### config.mk
export PLATFORM = sky130hd
export DESIGN_NAME = present_sbox_layer_seq
export DESIGN_NICKNAME = d
export VERILOG_FILES = /design/src/rtl/present_pkg.sv /design/src/rtl/present_sbox_fi.sv /design/src/rtl/present_sbox_layer_seq.sv
export SDC_FILE = /design/constraint.sdc
export NUM_CORES = 1
export LEC_CHECK = 0
export CAP_MARGIN = 20
export CORE_AREA = 2 2 102 104
export DETAILED_ROUTE_END_ITERATION = 10
export DIE_AREA = 0 0 104 106
export GPL_TIMING_DRIVEN = 0
export PLACE_DENSITY = 0.85
export SYNTH_ARGS = -nofsm -noshare
export SYNTH_HDL_FRONTEND = slang
export SYNTH_HIERARCHICAL = 1
export SYNTH_SLANG_ARGS = --single-unit
### constraint.sdc
create_clock -name clk -period 5.57 [get_ports clk]
set_input_delay 0.8355 -clock clk [delete_from_list [all_inputs] [get_ports clk]]
set_output_delay 0.8355 -clock clk [all_outputs]
set_load 0.01 [all_outputs]
### src/rtl/present_pkg.sv
// Shared PRESENT constants: forward/inverse 4-bit S-box tables, nibble width,
// and the state encoding of the iterative S-box layer.
package present_pkg;

    localparam int NIB_W = 4;

    localparam logic [NIB_W-1:0] PRESENT_SBOX [16] = '{
        4'hC, 4'h5, 4'h6, 4'hB, 4'h9, 4'h0, 4'hA, 4'hD,
        4'h3, 4'hE, 4'hF, 4'h8, 4'h4, 4'h7, 4'h1, 4'h2
    };

    localparam logic [NIB_W-1:0] PRESENT_SBOX_INV [16] = '{
        4'h5, 4'hE, 4'hF, 4'h8, 4'hC, 4'h1, 4'h2, 4'hD,
        4'hB, 4'h4, 4'h6, 4'h3, 4'h0, 4'h7, 4'h9, 4'hA
    };

    typedef enum logic [1:0] {
        ST_IDLE = 2'd0,
        ST_BUSY = 2'd1,
        ST_DONE = 2'd2
    } sbox_state_e;

endpackage

### src/rtl/present_sbox_fi.sv
// One combinational PRESENT S-box nibble; inv selects the inverse table.
module present_sbox_fi
    import present_pkg::*;
(
    input  logic [NIB_W-1:0] a,
    input  logic             inv,
    output logic [NIB_W-1:0] y
);

    assign y = inv ? PRESENT_SBOX_INV[a] : PRESENT_SBOX[a];

endmodule

### src/rtl/present_sbox_layer_seq.sv
// Iterative PRESENT S-box layer: LANES nibbles substituted per cycle, nibble 0
// (the MSB nibble) first, with valid/ready on both sides.
module present_sbox_layer_seq
    import present_pkg::*;
#(
    parameter int NIBBLES = 16,
    parameter int LANES   = 4
)
(
    input  logic                     clk,
    input  logic                     rst_n,
    input  logic                     clear,
    input  logic                     in_valid,
    output logic                     in_ready,
    input  logic [4*NIBBLES-1:0]     in_data,
    input  logic                     in_inv,
    output logic                     out_valid,
    input  logic                     out_ready,
    output logic [4*NIBBLES-1:0]     out_data,
    output sbox_state_e              o_dbg_state
);

    localparam int W     = NIB_W * NIBBLES;
    localparam int BEATS = NIBBLES / LANES;
    localparam int CW    = (BEATS > 1) ? $clog2(BEATS) : 1;

    if (NIBBLES % LANES != 0) begin : g_param_check
        $error("present_sbox_layer_seq: NIBBLES must be a multiple of LANES");
    end

    sbox_state_e       r_fsm;
    logic [W-1:0]      r_state;
    logic [CW-1:0]     r_cnt;
    logic              r_inv;
    logic [W-1:0]      w_state_next;
    logic [NIB_W-1:0]  w_lane_out [LANES];
    logic              w_last_beat;

    // Handshake: a transfer happens on a rising edge where valid and ready are
    // both high; a producer holds valid and data until that edge.
    assign in_ready    = (r_fsm == ST_IDLE) || ((r_fsm == ST_DONE) && out_ready);
    assign out_valid   = (r_fsm == ST_DONE);
    assign out_data    = r_state;
    assign o_dbg_state = r_fsm;
    assign w_last_beat = (r_cnt == CW'(BEATS - 1));

    for (genvar l = 0; l < LANES; l++) begin : g_lane
        logic [NIB_W-1:0] w_in;
        logic [NIB_W-1:0] w_out;

        // Lane l handles nibble cnt*LANES + l of the current beat.
        always_comb begin
            w_in = '0;
            for (int b = 0; b < BEATS; b++) begin
                if (r_cnt == CW'(b)) begin
                    w_in = r_state[(NIBBLES - 1 - (b * LANES + l)) * NIB_W +: NIB_W];
                end
            end
        end

        present_sbox_fi u_sbox (
            .a   (w_in),
            .inv (r_inv),
            .y   (w_out)
        );

        assign w_lane_out[l] = w_out;
    end

    always_comb begin
        w_state_next = r_state;
        for (int i = 0; i < NIBBLES; i++) begin
            if (r_cnt == CW'(i / LANES)) begin
                w_state_next[(NIBBLES - 1 - i) * NIB_W +: NIB_W] = w_lane_out[i % LANES];
            end
        end
    end

    always_ff @(posedge clk or negedge rst_n) begin
        if (!rst_n) begin
            r_fsm   <= ST_IDLE;
            r_state <= '0;
            r_cnt   <= '0;
            r_inv   <= 1'b0;
        end else if (clear) begin
            // Abort keeps the partially substituted state but drops the job.
            r_fsm <= ST_IDLE;
            r_cnt <= '0;
        end else begin
            case (r_fsm)
                ST_IDLE: begin
                    if (in_valid) begin
                        r_state <= in_data;
                        r_inv   <= in_inv;
                        r_cnt   <= '0;
                        r_fsm   <= ST_BUSY;
                    end
                end
                ST_BUSY: begin
                    r_state <= w_state_next;
                    if (w_last_beat) begin
                        r_fsm <= ST_DONE;
                    end else begin
                        r_cnt <= r_cnt + CW'(1);
                    end
                end
                ST_DONE: begin
                    if (out_ready) begin
                        if (in_valid) begin
                            r_state <= in_data;
                            r_inv   <= in_inv;
                            r_cnt   <= '0;
                            r_fsm   <= ST_BUSY;
                        end else begin
                            r_fsm <= ST_IDLE;
                        end
                    end
                end
                default: begin
                    r_fsm <= ST_IDLE;
                    r_cnt <= '0;
                end
            endcase
        end
    end

endmodule

# Word level (Yosys, flattened, before mapping)
# Memory sizes are Yosys's and may differ from the RTL's.
# Cells that the tools add are included.
[word_totals]
n_memories = 8
register_bits = 69
romBits = 512
inputBits = 70
word_cells = 121
output_inout_bits = 68
[memory_table]
columns = ["name", "depth", "width", "read_ports", "rd_clocked_by_memory_dff", "write_ports", "line_no", "source"]
rows = [
  ["(no name shown)", 16, 4, 1, 0, 0, "present_sbox_fi.sv:10", "assign y = inv ? PRESENT_SBOX_INV[a] : PRESENT_SBOX[a];"],
  ["(no name shown)", 16, 4, 1, 0, 0, "present_sbox_fi.sv:10", ""],
  ["(no name shown)", 16, 4, 1, 0, 0, "present_sbox_fi.sv:10", ""],
  ["(no name shown)", 16, 4, 1, 0, 0, "present_sbox_fi.sv:10", ""],
  ["(no name shown)", 16, 4, 1, 0, 0, "present_sbox_fi.sv:10", ""],
  ["(no name shown)", 16, 4, 1, 0, 0, "present_sbox_fi.sv:10", ""],
  ["+2 memories", "n/a", "n/a", "n/a", "n/a", "n/a", "n/a", ""],
]
[op_classes]
magnitude_cmp = 4
n_reduce_logical = 13
addsub = 1
eq_ne = 14
mux = 69
n_bitwise = 5
[ops]
columns = ["cell", "count"]
rows = [
  ["$mux W4", 52],
  ["$pmux W64 S3", 1],
  ["$mux W64", 2],
  ["$ge A5 B5 Y1 const B", 4],
  ["$not A4 Y5", 4],
  ["$mux W2", 8],
  ["$reduce_and A4 Y1", 4],
  ["$pmux W2 S3", 2],
  ["$ne A3 B3 Y1 const B", 3],
  ["$ne A2 B2 Y1 const B", 4],
  ["$eq A2 B2 Y1 const B", 3],
  ["$reduce_and A3 Y1", 2],
  ["$eq A2 B1 Y1 const B", 2],
  ["$logic_not A2 Y1", 2],
  ["$mux W1", 3],
  ["$ne A3 B2 Y1 const B", 1],
  ["$reduce_bool A3 Y1", 1],
  ["$add A2 B1 Y2 const B", 1],
  ["$ne A2 B1 Y1 const B", 1],
  ["$pmux W1 S2", 1],
  ["$reduce_and A2 Y1", 1],
  ["$reduce_bool A2 Y1", 1],
  ["$logic_and A1 B1 Y1", 1],
  ["$logic_or A1 B1 Y1", 1],
  ["$not A1 Y1", 1],
]

# Depth between registers and ports, before layout
# Gate-level depths: netlist of the first run.
[depth]
word_depth = 12
depth_mapped = 16
depth_no_buf = 14

# Hierarchy
# The synthesis of the first run kept the hierarchy.
[by_module_without_submodules]
columns = ["module", "cells_per_inst", "instances", "seq_area_each_um2", "area_per_inst_um2"]
rows = [
  ["present_sbox_layer_seq", 424, 1, 1726.7, 3918.8],
  ["present_sbox_fi (g_lane[2].u_sbox ...)", 36, 2, 0.0, 319.1],
  ["present_sbox_fi (g_lane[0].u_sbox ...)", 35, 2, 0.0, 315.3],
]

# Worst setup path after synthesis of the first run
# No wires, ideal clock.
[synth_path]
path_kind = "register -> register"
from = "register r_cnt[1]"
to = "register r_state[21] (netlist: out_data[21])"
arrival_time_ns = 3.416
path_buffers = 2
synth_period_minus_slack_ns = 3.550
path_slack_ns = 2.020
setup_time_ns = 0.134
required_time_ns = 5.436
path_stages_with_launch = 17
cell_sequence = "dfrtp_1 > inv_1 > ha_1 > buf_2 > buf_1 > a21oi_1 > o21ai_0 > o21ai_0 > o21ai_0 > inv_1 > ha_1 > nand2_1 > o21ai_0 > mux4_2 > and2_2 > a21oi_1 > mux2i_1"
[synth_via]
elab_chain_len = 12
word_cells_on_any_way = 20
cone_classes = "eq/ne: 4; mux: 11; bitwise: 1; reduce/logical: 2; memory: 2"
[synth_lines]
columns = ["element", "line_no", "source"]
rows = [
  ["from (decl)", "present_sbox_layer_seq.sv:33", "logic [CW-1:0] r_cnt;"],
  ["from (signal assigned)", "present_sbox_layer_seq.sv:104", "r_cnt <= r_cnt + CW'(1);"],
  ["$logic_not A2 Y1", "present_sbox_layer_seq.sv:55", "if (r_cnt == CW'(b)) begin"],
  ["$mux W4 (3 in a row)", "present_sbox_layer_seq.sv:55", ""],
  ["$mux W4 *", "present_sbox_layer_seq.sv:55", ""],
  ["net g_lane[2].w_in[0]", "present_sbox_layer_seq.sv:48", "logic [NIB_W-1:0] w_in;"],
  ["$not A4 Y5 (implied by the code) *", "present_sbox_fi.sv:10", ""],
  ["$mem_v2 Z16 W4", "n/a", ""],
  ["$mux W4 (implied by the code) (2 in a row)", "present_sbox_fi.sv:10", ""],
  ["$mux W4 *", "present_sbox_fi.sv:10", ""],
  ["net g_lane[2].w_out[1]", "present_sbox_layer_seq.sv:49", "logic [NIB_W-1:0] w_out;"],
  ["$mux W4 *", "present_sbox_layer_seq.sv:73", "if (r_cnt == CW'(i / LANES)) begin"],
  ["$pmux W64 S3 *", "present_sbox_layer_seq.sv:90", "case (r_fsm)"],
  ["to (signal assigned)", "present_sbox_layer_seq.sv:93", "r_state <= in_data;"],
  ["to (signal assigned)", "present_sbox_layer_seq.sv:100", "r_state <= w_state_next;"],
  ["to (signal assigned)", "present_sbox_layer_seq.sv:110", "r_state <= in_data;"],
  ["to (decl)", "present_sbox_layer_seq.sv:32", "logic [W-1:0] r_state;"],
]
# The timed path passes the listed nets; every way through them passes the cells marked *. The select of a mux whose other input is x is not followed.
# A chain may end at the register's enable or synchronous reset.

# Worst setup path after layout of the first run
[layout_path]
from = "register r_cnt[0]"
to = "register r_state[6] (netlist: out_data[6])"
# The elaborated chain is that of the path after synthesis.

==> metrics.cfg, run 1 <==
[floorplanning]
dieArea_sq_mm = 0.0110
die_height_um = 106
coreArea_sq_mm = 0.0100
io_pins = 138
rows = 37
die_w_um = 104
start_util = 0.519

[timing]
setup_viol_count_final = 0
fin_tns_setup_ns = 0
rsz0062_at_grt = no
post-route-period-util = 0.838
fmax_ghz = 0.214
fin_skew_ns = 0.00675
layout_min_cycle_time_ns = 4.67
worst_pin_slew_ns = 1.06
max-slew-margin-rel = 0.286
hold_viol = 0
finalMaxSlewViolations = 0

[setup_path]
reg2reg_setup_slack_ns = 0.90
reg2reg_from = r_cnt[0]$_DFFE_PN0P_
required_ns = 5.79
crit_fanout = 10
crit_end = out_data[6]$_DFFE_PN0P_
critPathArrivalTime_ns = 4.89
crit_start = r_cnt[0]$_DFFE_PN0P_
worstSetupStartpointType = flop
path_class = reg2reg
reg2reg_depth = 15
reg2reg_to = out_data[6]$_DFFE_PN0P_
end_kind = flop

[power_and_ir_drop]
seqPwrFrac = 0.281
p_sw_frac = 0.406
leakage_nw = 3.03
ir_drop_uv = 226
p_int_mw = 1.87
switching_power_mw = 1.28
powerDensity_mw_per_mm2 = 455
p_clk_frac = 0.147
power_frac_comb = 0.572

[final_layout]
fillers = 770
diodes = 0
drive_above_1_share = 0.0907
num-nets-final = 816
design_area_sq_mm = 0.00693
area_delta_synth_final_pct = 33.6

[synthesis]
synthTopCellsByArea = dfrtp_1 33%, mux2i_1 14%, ha_1 8.0%, a21oi_1 7.8%, inv_1 6.0%
synth_warnings = 6
async_flop_share = 1.00
synthCells = 566
synth_top_area_share = 0.333
synth_edf_count = 0
ys_types = 41
yosysMostFrequentCell = inv_1
ys_ff_latch = 69
syn_nets = 669
ys_seq_area_frac = 0.333
synth_common_cells = 83 x inv_1, 81 x a21oi_1, 74 x mux2i_1, 69 x dfrtp_1, 57 x o21ai_0
ys.flop_type = dfrtp_1
avgSynthCellArea_sq_um = 9.17
yosysTopAreaCell = dfrtp_1
synth_area_sq_mm = 0.00519

[grt]
grt_max_degree = 70
grt_pass1_wl_um = 26700
first_global_vias = 5070
grt_usage = 0.307
antenna_found_initial = 0
gr-total-overflow = 0

[detailed_routing]
routed.top_layer = met4
vias = 5057
viasPerCell = 5.93
wl_per_cell_um = 19.6
detail_route.iter0.violations = 462
drcViolationCount = 0
dr_wl_met3_um = 1650
met2_length_um = 7960
routed_wl_um = 16800
dr.pass1.iters = 6
wl_met1_um = 6580
route.antenna.remaining_nets = 0

[clock_network]
htreeDepth = 3
path_clk_slew_ns = 0.08
cts.repair.resized = 0
cts_hold_buf = 0
cts_setup_buffers = 0
cts_tree = built
clock_path_buffers = 2
cts_buffers = 9
clock-sinks = 69
cts-root-buf = clkbuf_8
clock_latency_ns = 0.36

[status]
status = finished, final reports clean

[placed_design]
gp_congestion = 0.906
place_area_sq_mm = 0.00672
port_buffers = 136
dp_hpwl_um = 11900

[hold_path]
holdCritStartpoint = out_data[24]$_DFFE_PN0P_
hp-class = reg2reg

[run]
maxCapViolations = 0

==> area by class of cell <==
class | count | area (sq um) | share of cell area
inverters | 83 | 312 | 0.0450
clock inverters | 6 | 88.8 | 0.0128
flip-flops and latches | 69 | 1730 | 0.249
multi-input cells | 382 | 2920 | 0.421
plain buffers | 32 | 234 | 0.0338
well taps | 136 | 170 | 0.0246
repair buffers | 136 | 1360 | 0.196
clock buffers | 9 | 124 | 0.0179
==> how the worst min path moves through the flow <==
| stage | cells past startpoint | end | slack, ns |
|---|---|---|---|
| after floorplan | 1 | r_cnt[0]$_DFFE_PN0P_ | 0.52 |
| after global placement | 2 | out_data[31]$_DFFE_PN0P_ | 0.53 |
| after detailed placement | 2 | out_data[24]$_DFFE_PN0P_ | 0.53 |
| after CTS | 2 | out_data[24]$_DFFE_PN0P_ | 0.54 |
| after global routing | 2 | out_data[54]$_DFFE_PN0P_ | 0.57 |
| final | 2 | out_data[24]$_DFFE_PN0P_ | 0.54 |
==> power by group through the flow <==
stage	sequential [mW]	combinational [mW]	clock, mW
after floorplan	0.932	0.985	0
after global placement	0.883	1.68	0
after detailed placement	0.888	1.77	0
after CTS	0.882	1.78	0.461
after global routing	0.912	1.94	0.483
final	0.887	1.80	0.462
==> metrics by stage <==
step / worst slack [ns] / total power, mW / cells / util / hold WS (ns)
after floorplan: 2.02 / 1.92 / 566 / - / 0.520
after global placement: 1.31 / 2.56 / 838 / 0.672 / 0.527
after detailed placement: 1.07 / 2.66 / 838 / 0.672 / 0.532
after CTS: 0.981 / 3.12 / 853 / 0.693 / 0.544
after global routing: 0.606 / 3.34 / 853 / 0.693 / 0.573
final: 0.901 / 3.15 / 853 / 0.693 / 0.543
==> cells in the final DEF (no fill, tap or decap), drive strengths merged, types with 5 or more instances in the layout <==
cell type        n
a21oi           85
a221o            5
and2            16
buf             25
clkbuf          17
clkdlybuf4s50  135
dfrtp           69
ha              33
inv             83
mux2i           74
mux4            12
nand2           43
nor2            12
nor2b            8
o21ai           59
==> layer usage <==
metal,vias to the layer above,track usage
li1,2231,-
met1,2428,0.402
met2,337,0.503
met3,61,0.0681
met4,0,0.113
met5,-,0
==> registers in the layout, summed over array words and instances, names as in the netlist <==
name,cells
out_data,64
o_dbg_state,2
r_cnt,2
r_inv,1
==> logic make-up (layout without fill, tap and decap cells) <==
kind of cell,count (synthesis),in the layout,share of synthesized area
adders and majority gates,33,33,0.0796
AOI/OAI and AO/OA,172,172,0.194
DFF,69,69,0.333
buffers and inverters,115,266,0.105
and+or+nand+nor,90,90,0.0895
muxes,87,87,0.199
==> critical path, cell delays in order, from the launching register on <==
cell and delay (ns):
dfrtp_1 0.45, inv_1 0.11, ha_1 0.19, buf_2 0.19, inv_1 0.23, clkbuf_1 0.47
o21ai_0 0.16, o21ai_0 0.84, inv_1 0.26, ha_1 0.47, nand2_1 0.12, o21a_1 0.15
mux4_2 0.44, and2_1 0.20, a21oi_1 0.15, mux2i_1 0.09
Power figures use the tool's default switching activity.
==> inputs of run 2 (changes only) <==
--- a/config.mk
+++ b/config.mk
@@ -6,11 +6,11 @@
 export NUM_CORES = 1
 export LEC_CHECK = 0
 export CAP_MARGIN = 20
-export CORE_AREA = 2 2 102 104
+export CORE_AREA = 2 2 105 107
 export DETAILED_ROUTE_END_ITERATION = 10
-export DIE_AREA = 0 0 104 106
+export DIE_AREA = 0 0 107 109
 export GPL_TIMING_DRIVEN = 0
-export PLACE_DENSITY = 0.85
+export PLACE_DENSITY = 0.81
 export SYNTH_ARGS = -nofsm -noshare
 export SYNTH_HDL_FRONTEND = slang
 export SYNTH_HIERARCHICAL = 1
==> constraint.sdc (replaced) <==
create_clock -name clk -period 4.8 [get_ports clk]
set_input_delay 0.72 -clock clk [delete_from_list [all_inputs] [get_ports clk]]
set_output_delay 0.72 -clock clk [all_outputs]
set_load 0.01 [all_outputs]
==> run 2 against run 1 <==
  * Clock-buffer cell count grew 1
  * First-iteration DRC count shrank 26%
  * Final cell count grew 0.59%
  * Power grew 16%
  * Combinational power grew 15%
  * Hold slack lost 0.074 ns
  * Global-route usage shrank 2.1 points
  * Final area grew 0.23%
  * Critical endpoint is now out_data[34]$_DFFE_PN0P_
==> metrics.cfg, run 2 (synthesis results as in run 1) <==
[status]
status = finished, final reports clean

[floorplanning]
die_height_um = 109  ; +2.8%
die_w_um = 107  ; +2.9%
start_util = 0.489  ; -0.0295
rows = 38  ; +2.7%
coreArea_sq_mm = 0.0106  ; +6.0%
io_pins = 138  ; unchanged
dieArea_sq_mm = 0.0117  ; +5.8%

[power_and_ir_drop]
ir_drop_uv = 253  ; +12%
p_sw_frac = 0.401  ; -0.00546
seqPwrFrac = 0.282  ; about the same
leakage_nw = 3.04  ; +0.40%
powerDensity_mw_per_mm2 = 526  ; +16%
finalPower_mw = 3.65  ; +16%
p_clk_frac = 0.152  ; +0.005
switching_power_mw = 1.46  ; +14%
p_int_mw = 2.19  ; +17%
power_frac_comb = 0.566  ; -0.006

[timing]
layout_min_cycle_time_ns = 4.52  ; -0.152 ns
post-route-period-util = 0.941  ; +0.103
fin_skew_ns = 0.00988  ; +0.00313 ns
fmax_ghz = 0.221  ; +3.4%
hold_viol = 0  ; unchanged
setup_viol_count_final = 0  ; unchanged
rsz0062_at_grt = no
finalMaxSlewViolations = 0  ; unchanged
fin_tns_setup_ns = 0  ; unchanged
worst_pin_slew_ns = 0.912  ; -0.147 ns
max-slew-margin-rel = 0.385  ; +0.0990

[setup_path]
slowest_stage = o21ai_0
end_kind = flop
crit_chain = inv_1 > ha_1 > buf_2 > buf_1 > a21oi_1 > o21ai_0 > o21ai_0 > o21ai_0 > inv_1 > ha_1 > nand2_1 > o21a_1 > mux4_2 > and2_4 > a21oi_1 > mux2i_1
critPathTopFamily = compound AO/OA/AOI/OAI gates
crit_fanout = 10  ; unchanged
crit_start = r_cnt[1]$_DFFE_PN0P_
path_class = reg2reg
reg2reg_from = r_cnt[1]$_DFFE_PN0P_
path_buf_inv = 4  ; -1
required_ns = 5.05  ; -0.74 ns
worst_path_largest_cell_delay_ns = 0.63  ; -0.21 ns
worstSetupStartpointType = flop
cpMostUsedCell = o21ai_0
critPathArrivalTime_ns = 4.77  ; -0.12 ns

[placed_design]
dp_hpwl_um = 11600  ; -2.2%
gp_congestion = 0.882  ; -2.7%
port_buffers = 136  ; unchanged

[grt]
antenna_found_initial = 0  ; unchanged
grt_max_degree = 70  ; unchanged
first_global_vias = 4893  ; -3.5%
grt_pass1_wl_um = 25400  ; -4.9%
gr-total-overflow = 0  ; unchanged
grt_usage = 0.286  ; -0.0214

[final_layout]
drive_above_1_share = 0.0919  ; +0.00127
final_cell_mix = 135 x clkdlybuf4s50_1, 83 x inv_1, 81 x a21oi_1
largest_reg_flops = 64  ; unchanged
final_common_cell = clkdlybuf4s50_1
num-nets-final = 816  ; unchanged
area_delta_synth_final_pct = 33.9
diodes = 0  ; unchanged

[detailed_routing]
dr.pass1.iters = 5  ; -1
drcViolationCount = 0  ; unchanged
viasPerCell = 5.73  ; -3.3%
routed_wl_um = 16400  ; -2.1%
wl_per_cell_um = 19.1  ; -2.7%
vias = 4919  ; -2.7%
detail_route.iter0.violations = 341  ; -26%
route.antenna.remaining_nets = 0  ; unchanged

[run]
maxCapViolations = 0  ; unchanged

[clock_network]
clock_path_buffers = 2  ; unchanged
cts_buffers = 9  ; unchanged
cts.repair.resized = 0  ; unchanged
cts_tree = built
cts-root-buf = clkbuf_8
clock_latency_ns = 0.38  ; +0.02 ns
cts_hold_buf = 0  ; unchanged
clock-sinks = 69  ; unchanged
path_clk_slew_ns = 0.09  ; about the same
cts_setup_buffers = 0  ; unchanged
htreeDepth = 3  ; unchanged

[hold_path]
hp-class = in2async

## run 2: power by group through the flow
stage	registers (mW)	clock network [mW]	logic (mW)
3_5_place_dp	1.04	0	2.03
6_report	1.03	0.555	2.07
2_1_floorplan	1.08	0	1.14
4_1_cts	1.03	0.556	2.04
3_3_place_gp	1.03	0	1.94
5_1_grt	1.05	0.576	2.24
## run 2: area by class of cell
| class | count | area, sq um |
|---|---|---|
| Timing Repair Buffer | 136 | 1360 |
| Clock buffer | 10 | 138 |
| Multi-Input combinational cell | 382 | 2920 |
| Sequential cell | 69 | 1730 |
| Buffer | 32 | 234 |
| Clock inverter | 6 | 86.3 |
| Tap cell | 140 | 175 |
| Fill cell | 873 | 3660 |
| Inverter | 83 | 312 |
## run 2: per-stage QoR
step / hold slack (ns) / setup WS [ns] / instances / utilization / area (sq um)
finish: 0.469 / 0.282 / 858 / 0.655 / 6950
global route: 0.550 / 0.0717 / 858 / 0.655 / 6950
CTS: 0.490 / 0.248 / 858 / 0.655 / 6950
detailed placement: 0.532 / 0.267 / 842 / 0.634 / 6720
global placement: 0.529 / 0.482 / 842 / 0.634 / 6720
floorplan: 0.424 / 1.25 / 566 / - / 5190
## run 2: final timing paths
kind                                       endpoint  cells past startpoint  slack [ns]
max reg2reg                out_data[34]$_DFFE_PN0P_                     16        0.28
min reg2reg                out_data[46]$_DFFE_PN0P_                      2        0.55
min in group clk           out_data[46]$_DFFE_PN0P_                      2        0.55
max                        out_data[34]$_DFFE_PN0P_                     16        0.28
min                        out_data[63]$_DFFE_PN0P_                      1        0.47
max in group asynchronous   out_data[4]$_DFFE_PN0P_                      1        3.78
## run 2: layer usage
metal | part of all wire | global-route usage | vias to the layer above
met3 | 0.078 | 0.0418 | 40
met5 | 0 | 0 | -
met2 | 0.50 | 0.488 | 256
li1 | - | - | 2233
met1 | 0.40 | 0.363 | 2390
met4 | 0.029 | 0.125 | 0
## run 2: worst reg2reg max path, cell delays in order, from the launching register on
cell     delay, ns
dfrtp_1       0.43
inv_1         0.12
ha_1          0.16
buf_2         0.26
buf_1         0.59
a21oi_1       0.14
o21ai_0       0.12
o21ai_0       0.12
o21ai_0       0.63
inv_1         0.26
ha_1          0.44
nand2_1       0.13
o21a_1        0.15
mux4_2        0.44
and2_4        0.17
a21oi_1       0.15
mux2i_1       0.10
==> patch: new RTL, settings of run 1 <==
Change the parameter `LANES` from 4 to 2.
--- a/src/rtl/present_sbox_layer_seq.sv
+++ b/src/rtl/present_sbox_layer_seq.sv
@@ -6,3 +6,3 @@
     parameter int NIBBLES = 16,
-    parameter int LANES   = 4
+    parameter int LANES   = 2
 )
Check against the original RTL: not equivalent (a bounded check fails within 4 cycles, from zero or initial values and one cycle with rst_n low).
==> patch against run 1 <==
  * Routed wire length down 6.8%
  * Setup slack worse by 0.58 ns
  * Synthesized cell count down 12%
  * Synthesized area down 7.4%
  * Sequential cell count up 1
  * Power down 13%
  * Utilization down 3.8 points
  * Design area down 5.5%
  * Largest cell class unchanged
  * Highest routed layer unchanged
==> patch: results <==
metrics = {
    "logic_synthesis": {
        "ys_warn_count": 6,
        "synth_compound_area_share_pct": 20.40,
        "synthArstFlopShare_pct": 100.0,
        "synth_common_cells": "inv_1 (75), mux2i_1 (71), a21oi_1 (70), dfrtp_1 (70), ha_1 (20)",
        "yosys-top-cells-area": "dfrtp_1 (36%), mux2i_1 (15%), a21oi_1 (7.3%)",
        "synth_xor_area_share_pct": 0,
        "synthMuxAreaShare_pct": 18.47,
        "synth_fa_ha_area_share_pct": 5.211,
        "ys_seq_area_share_pct": 36.48,
        "syn-num-nets": 588,
        "ys_types": 48,
    },
    "global_route": {
        "grt_start_max_net_pins": 71,
        "antenna_found_initial": 0,
        "grt_first_pass_wirelength_mm": 24.17,
        "first_global_vias": 4580,
        "grt_use_total_pct": 28.26,
    },
    "clock_tree": {
        "worstSkewPairLatency_ns": 0.36,
        "h-tree-depth": 3,
        "clockBufferDepth": 2,
        "cts.clk_slew.worst_paths_ns": 0.08,
        "cts_buffers": 9,
        "cts_root_buf": "clkbuf_8",
        "post-cts-setup-buffer-count": 0,
        "cts-resized-gates": 0,
    },
    "worst_setup_path": {
        "critPathMaxStageDelay_ns": 1.04,
        "worstPathMaxFanout": 10,
        "cp_top_family": "compound AO/OA/AOI/OAI gates",
        "critPathSlowestCell": "a221oi_1",
    },
    "layout": {
        "largest_register_ffs": 64,
        "antenna_cells": 0,
        "fin_nets": 735,
        "drive_gt1_share_pct": 10.92,
    },
    "placed_design": {
        "numPortBuffers": 136,
        "hpwl_mm": 11.52,
        "postPlaceCellArea_um2": 6331,
        "routabilityCongestion": 0.9267,
    },
    "route": {
        "wl_per_cell_um": 19.86,
        "drtIter0Drc": 391,
        "via_per_inst": 5.880,
        "firstDrtPassIters": 5,
    },
    "power": {
        "ir_drop_mv": 0.2466,
        "p_leak_nw": 2.857,
    },
    "timing": {
        "finalSetupViolCount": 0,
        "clock_skew_ns": 0.008285,
        "max-slew-margin-rel_pct": 19.10,
    },
    "min_path": {
        "hp-class": "reg -> reg",
    },
    "status": {
        "status": "finished clean",
    },
}
[patch: cells by family (layout without fill, tap and decap cells)]
kind of cell,count (synthesis),after routing
mux,80,80
simple gates,74,74
fa+ha+maj,20,20
flops,70,70
compound gates,143,143
buf+inv,111,263
[patch: layout make-up]
cell class,instances,area (um^2)
Fill cell,803,3455
Multi-Input combinational cell,317,2564
Sequential cell,70,1752
Timing Repair Buffer,136,1359
Inverter,76,285.3
Buffer,35,201.4
Tap cell,136,170.2
Clock buffer,10,127.6
Clock inverter,6,86.33
[patch: per-stage QoR]
step,setup WS (ns),instances,utilization [%]
2_1_floorplan,1.729,498,-
3_3_place_gp,0.7797,770,63.34
3_5_place_dp,0.5079,770,63.31
4_1_cts,0.4822,786,65.45
5_1_grt,0.04777,786,65.45
6_report,0.3254,786,65.45
[patch: final timing paths]
check                      depth (start not counted)          from      endpoint  slack, ns
setup / recovery                                  15      r_cnt[2]  out_data[53]       0.33
hold / removal                                     2  out_data[34]  out_data[34]       0.56
setup reg to reg                                  15      r_cnt[2]  out_data[53]       0.33
hold reg to reg                                    2  out_data[34]  out_data[34]       0.56
max in group asynchronous                          1         rst_n   out_data[5]       4.41
min in group asynchronous                          1         rst_n  out_data[63]       0.60
[patch: metal layers]
layer / GRT usage [%] / wire length, um / vias to the layer above
li1: - / - / 2034
met1: 37.26 / 6424 / 2258
met2: 46.05 / 7498 / 277
met3: 4.660 / 1197 / 53
met4: 12.45 / 491 / 0
met5: 0 / 0 / -
[patch: power by group]
| group | internal [mW] | total, mW | switching (mW) |
|---|---|---|---|
| logic | 0.732 | 1.42 | 0.686 |
| registers | 0.696 | 0.880 | 0.185 |
| clock network | 0.251 | 0.457 | 0.206 |
| total | 1.68 | 2.76 | 1.08 |
